$ cat src/rtl/regset_arbiter.sv
// regset_arbiter: two-port arbiter and access sequencer for the 8-entry register set.
// Requesters A and B each issue single reads or writes. One requester is granted
// at a time. Each access takes one Enable cycle, and completion is signalled with
// a one-cycle Ack. All outputs come straight from flops.
module regset_arbiter #(
    parameter int N          = 4,
    parameter bit FIXED_PRIO = 1'b0
) (
    input  logic         Clk,
    input  logic         nReset,
    input  logic         ReqA,
    input  logic         RwA,
    input  logic [2:0]   AddrA,
    input  logic [N-1:0] DataA,
    output logic         AckA,
    output logic [N-1:0] RdataA,
    input  logic         ReqB,
    input  logic         RwB,
    input  logic [2:0]   AddrB,
    input  logic [N-1:0] DataB,
    output logic         AckB,
    output logic [N-1:0] RdataB,
    output logic         RS_Enable,
    output logic         RS_RW,
    output logic [2:0]   RS_Address,
    output logic [N-1:0] RS_Data_in,
    input  logic [N-1:0] RS_Data_out,
    output logic         Busy
);

    typedef enum logic [1:0] {
        IDLE   = 2'd0,
        ACCESS = 2'd1,
        DONE   = 2'd2
    } state_t;

    state_t       r_state, w_nextState;
    logic         r_lastGrantB, w_lastGrantB;
    logic         r_winnerB, w_winnerB;
    logic         r_rsEnable, w_rsEnable;
    logic         r_rsRw, w_rsRw;
    logic [2:0]   r_rsAddress, w_rsAddress;
    logic [N-1:0] r_rsDataIn, w_rsDataIn;
    logic         r_ackA, w_ackA;
    logic         r_ackB, w_ackB;
    logic [N-1:0] r_rdataA, w_rdataA;
    logic [N-1:0] r_rdataB, w_rdataB;
    logic         r_busy, w_busy;
    logic         w_reqAny;
    logic         w_pickA;

    // Decide who would win if a grant were made this cycle; on a tie, round-robin
    // favours the requester that did not win last time.
    always_comb begin
        w_reqAny = ReqA | ReqB;
        if (ReqA && ReqB) begin
            w_pickA = FIXED_PRIO ? 1'b1 : r_lastGrantB;
        end else begin
            w_pickA = ReqA;
        end
    end

    // State register plus every registered output; reset aborts any transaction in flight.
    always_ff @(posedge Clk) begin
        if (!nReset) begin
            r_state      <= IDLE;
            r_lastGrantB <= 1'b1;
            r_winnerB    <= 1'b0;
            r_rsEnable   <= 1'b0;
            r_rsRw       <= 1'b0;
            r_rsAddress  <= '0;
            r_rsDataIn   <= '0;
            r_ackA       <= 1'b0;
            r_ackB       <= 1'b0;
            r_rdataA     <= '0;
            r_rdataB     <= '0;
            r_busy       <= 1'b0;
        end else begin
            r_state      <= w_nextState;
            r_lastGrantB <= w_lastGrantB;
            r_winnerB    <= w_winnerB;
            r_rsEnable   <= w_rsEnable;
            r_rsRw       <= w_rsRw;
            r_rsAddress  <= w_rsAddress;
            r_rsDataIn   <= w_rsDataIn;
            r_ackA       <= w_ackA;
            r_ackB       <= w_ackB;
            r_rdataA     <= w_rdataA;
            r_rdataB     <= w_rdataB;
            r_busy       <= w_busy;
        end
    end

    // Next-state logic: IDLE waits for a request; ACCESS and DONE each last one cycle.
    always_comb begin
        w_nextState = r_state;
        unique case (r_state)
            IDLE:    if (w_reqAny) w_nextState = ACCESS;
            ACCESS:  w_nextState = DONE;
            DONE:    w_nextState = IDLE;
            default: w_nextState = IDLE;
        endcase
    end

    // Next values of the registered outputs. The command is latched only at grant,
    // so later changes on the requester's fields cannot disturb the access.
    always_comb begin
        w_lastGrantB = r_lastGrantB;
        w_winnerB    = r_winnerB;
        w_rsEnable   = r_rsEnable;
        w_rsRw       = r_rsRw;
        w_rsAddress  = r_rsAddress;
        w_rsDataIn   = r_rsDataIn;
        w_ackA       = r_ackA;
        w_ackB       = r_ackB;
        w_rdataA     = r_rdataA;
        w_rdataB     = r_rdataB;
        w_busy       = r_busy;
        unique case (r_state)
            IDLE: begin
                if (w_reqAny) begin
                    w_winnerB   = ~w_pickA;
                    w_rsEnable  = 1'b1;
                    w_rsRw      = w_pickA ? RwA : RwB;
                    w_rsAddress = w_pickA ? AddrA : AddrB;
                    w_rsDataIn  = w_pickA ? DataA : DataB;
                    w_busy      = 1'b1;
                end
            end
            ACCESS: begin
                w_rsEnable   = 1'b0;
                w_rsRw       = 1'b0;
                w_rsAddress  = '0;
                w_rsDataIn   = '0;
                if (!r_rsRw) begin
                    if (r_winnerB) w_rdataB = RS_Data_out;
                    else           w_rdataA = RS_Data_out;
                end
                w_ackA       = ~r_winnerB;
                w_ackB       = r_winnerB;
                w_lastGrantB = r_winnerB;
            end
            DONE: begin
                w_ackA = 1'b0;
                w_ackB = 1'b0;
                w_busy = 1'b0;
            end
            default: begin
                w_rsEnable = 1'b0;
                w_ackA     = 1'b0;
                w_ackB     = 1'b0;
                w_busy     = 1'b0;
            end
        endcase
    end

    assign AckA       = r_ackA;
    assign AckB       = r_ackB;
    assign RdataA     = r_rdataA;
    assign RdataB     = r_rdataB;
    assign RS_Enable  = r_rsEnable;
    assign RS_RW      = r_rsRw;
    assign RS_Address = r_rsAddress;
    assign RS_Data_in = r_rsDataIn;
    assign Busy       = r_busy;

endmodule
$ cat config.mk
export PLATFORM = sky130hd
export DESIGN_NAME = regset_arbiter
export DESIGN_NICKNAME = d
export VERILOG_FILES = /design/src/rtl/regset_arbiter.sv
export SDC_FILE = /design/constraint.sdc
export NUM_CORES = 1
export LEC_CHECK = 0
export CORE_ASPECT_RATIO = 0.8
export CORE_MARGIN = 4
export CORE_UTILIZATION = 40
export CTS_BUF_LIST = sky130_fd_sc_hd__clkbuf_2 sky130_fd_sc_hd__clkbuf_4 sky130_fd_sc_hd__clkbuf_8
export DETAILED_ROUTE_END_ITERATION = 12
export HOLD_SLACK_MARGIN = 0.05
export PLACE_DENSITY = 0.77
export SETUP_SLACK_MARGIN = 0.02
export SYNTH_ARGS = -nofsm -noshare
export SYNTH_HDL_FRONTEND = slang
export SYNTH_SLANG_ARGS = --single-unit
$ cat constraint.sdc
create_clock -name Clk -period 1.5 [get_ports Clk]
set_input_delay 0.3 -clock Clk [delete_from_list [all_inputs] [get_ports Clk]]
set_output_delay 0.3 -clock Clk [all_outputs]
set_load 0.01 [all_outputs]
==> impl_metrics.env <==
export IMPL_status="complete, no violations"
export IMPL_syn_nets=129
export IMPL_synth_ff_type="dfxtp_1"
export IMPL_crit_required_ns=1.71
export IMPL_rsz0062_at_grt="no"
export IMPL_synthDistinctLibCells=21
export IMPL_gp_congestion=0.790
export IMPL_via_count=922
export IMPL_finalCritPeriodShare_pct=86.0
export IMPL_ys_async_sr_fraction_pct=0
export IMPL_ys_warnings_count=0
export IMPL_arrival_ns=1.50
export IMPL_fin_nets=178
export IMPL_core_area_um2=2250
export IMPL_finalCriticalPeriod_ns=1.29
export IMPL_synth_edf_count=0
export IMPL_drv_slew=0
export IMPL_die_x_um=63.8
export IMPL_cp_start_kind="flip-flop"
export IMPL_cts_buffers=3
export IMPL_drive_above_1_share_pct=12.4
export IMPL_portBuffers=43
export IMPL_ant_nets=0
export IMPL_numClockSinks=24
export IMPL_drt_initial_drc_count=36
export IMPL_hold_ws_ns=0.466
export IMPL_syn_area_per_cell_um2=9.49
export IMPL_ios=44
export IMPL_post_cts_buffers=0
export IMPL_power_total_mw=1.35
export IMPL_antenna_found_initial=0
export IMPL_yosysSeqAreaShare_pct=48.2
export IMPL_cp_end_kind="flip-flop"
export IMPL_clock_skew_ns=0.00437
export IMPL_netlist_instances=105
export IMPL_grt_util_met3_pct=5.15
export IMPL_grt_util_met2_pct=28.3
export IMPL_clk_path_buf_depth=2
export IMPL_cts_tree="done"
export IMPL_rows=15
export IMPL_clkTransAtPathRegs_ns=0.13
export IMPL_drv_cap=0
export IMPL_htreeDepth=1
export IMPL_peakVddDrop_uv=732
export IMPL_p_per_area_nw_per_um2=908
export IMPL_worstHoldStart="RS_Data_in[2]"
export IMPL_grt_pass1_wl_um=4150
export IMPL_clk_latency_ns=0.32
export IMPL_initial_core_util_pct=44.2
export IMPL_hold_class="flip-flop to flip-flop"
export IMPL_worstSetupPathType="flip-flop to flip-flop"
export IMPL_grt_pass1_vias=885
export IMPL_hold_depth=2
export IMPL_viasPerCell=5.18
export IMPL_dr_pass1_iters=4
export IMPL_r2r_setup_slack_ns=0.21
export IMPL_grt_busiest_layer="met2"
export IMPL_min_delay_worst_endpoint="RS_Data_in[2]"
export IMPL_dieArea_um2=3360
export IMPL_setup_violations_final=0
export IMPL_ys_seq_elements=24
export IMPL_fin_cells=178
export IMPL_diodes=0
export IMPL_chipHeight_um=52.6
export IMPL_cts_root_buf="clkbuf_4"
export IMPL_finalWirelength_um=2660
export IMPL_syn_to_final_growth_pct=49.4
export IMPL_netlist_area_um2=996
export IMPL_fmax_ghz=0.775
export IMPL_drc_errors=0
export IMPL_grtUsageMet1_pct=19.5
export IMPL_grt_total_usage_pct=16.3
export IMPL_worst_pin_slew_ns=0.412
export IMPL_dp_cells=174
export IMPL_grt_max_degree=17
export IMPL_hold_viol_final=0
export IMPL_gr_total_overflow=0
export IMPL_routedWlPerCell_um=14.9
export IMPL_r2r_end="RdataB[2]"
export IMPL_place_detailed_hpwl_um=2080
export IMPL_slew_headroom_pct=72.5
export IMPL_r2r_cells=3
export IMPL_power_leakage_nw=0.640
export IMPL_r2r_start="r_winnerB"
export IMPL_cp_max_fo=6
-- synth_stat cells (all sizes together) (2+ instances only) --
master / n / area, um2
dfxtp: 24 / 480
a21oi: 17 / 85.1
nor2: 15 / 56.3
mux2i: 10 / 100
inv: 9 / 33.8
o32ai: 8 / 70.1
buf: 4 / 31.3
nand2: 3 / 11.3
nand2b: 3 / 18.8
clkbuf: 2 / 8.75
nor3: 2 / 10.0
o21ba: 2 / 20.0
-- layer usage --
layer,vias to the layer above,wire (um)
met3,4,105
met2,16,1360
met4,0,31
met5,-,0
met1,437,1160
li1,465,-
-- how the worst max path moves through the flow --
stage,end,start,slack (ns),depth (start not counted)
2_1_floorplan,RdataB[0],RS_RW,0.35,4
3_3_place_gp,RS_Address[1],ReqB,0.008,5
3_5_place_dp,RS_Data_in[3],ReqB,-0.06,5
4_1_cts,RdataA[1],r_state[1],0.20,3
5_1_grt,RS_RW,r_state[1],0.10,3
6_report,RdataB[2],r_winnerB,0.21,3
-- flip-flops by register name (all words and copies together), names as in the netlist --
| name | cells |
|---|---|
| RS_Data_in | 4 |
| RdataA | 4 |
| RdataB | 4 |
| RS_Address | 3 |
| r_state | 2 |
| AckA | 1 |
| AckB | 1 |
| Busy | 1 |
| RS_Enable | 1 |
| RS_RW | 1 |
| r_lastGrantB | 1 |
| r_winnerB | 1 |
-- through the flow --
stage	worst slack [ns]	utilization, %	area (um2)	setup TNS [ns]
3_5_place_dp	-0.0595	65.3	1470	-0.395
5_1_grt	0.102	66.1	1490	0
3_3_place_gp	0.00841	65.3	1470	0
6_report	0.210	66.1	1490	0
2_1_floorplan	0.347	-	996	0
4_1_cts	0.198	65.9	1490	0
-- kinds of logic (layout without fill, tap and decap cells) --
family | count (synthesis) | count (layout) | share of synthesized area [%]
AOI/OAI and AO/OA | 31 | 31 | 21.0
buffers and inverters | 15 | 63 | 7.41
DFF | 24 | 24 | 48.2
muxes | 10 | 10 | 10.1
and+or+nand+nor | 25 | 25 | 13.3
-- timing repair --
item,in CTS,in global routing
resized for setup,22,1
setup endpoints to repair,20,1
endpoints found under the hold margin,0,0
hold buffers,0,0
-- power by group --
part           switching, mW  internal [mW]
combinational          0.130          0.165
sequential            0.0329          0.682
clock                  0.192          0.148
total                  0.355          0.996
-- cells in the final DEF (no fill, tap or decap) --
cell,instances
dfxtp_1,23
clkdlybuf4s50_1,23
dlygate4sd2_1,20
a21oi_1,17
nor2_1,15
mux2i_1,10
inv_1,9
o32ai_1,8
buf_4,7
nand2b_1,3
clkbuf_4,3
nor3_1,2
nand2_1,2
o21ba_2,2
dfxtp_4,1
nor4b_4,1
nand2_2,1
and4bb_2,1
a21boi_2,1
o21ai_1,1
a21bo_2,1
a211oi_1,1
clkbuf_8,1
-- final cells by class --
cell class	instances	area, um2
Timing Repair Buffer	50	458
Clock buffer	4	36.3
Inverter	9	33.8
Sequential cell	24	484
Multi-Input combinational cell	66	444
Fill cell	199	764
Tap cell	25	31.3
-- critical path: stages (launching register included) --
cell and delay, ns:
dfxtp_1 0.50, and4bb_2 0.38, mux2i_1 0.25, nor2_1 0.05
(Power assumes the default switching activity.)
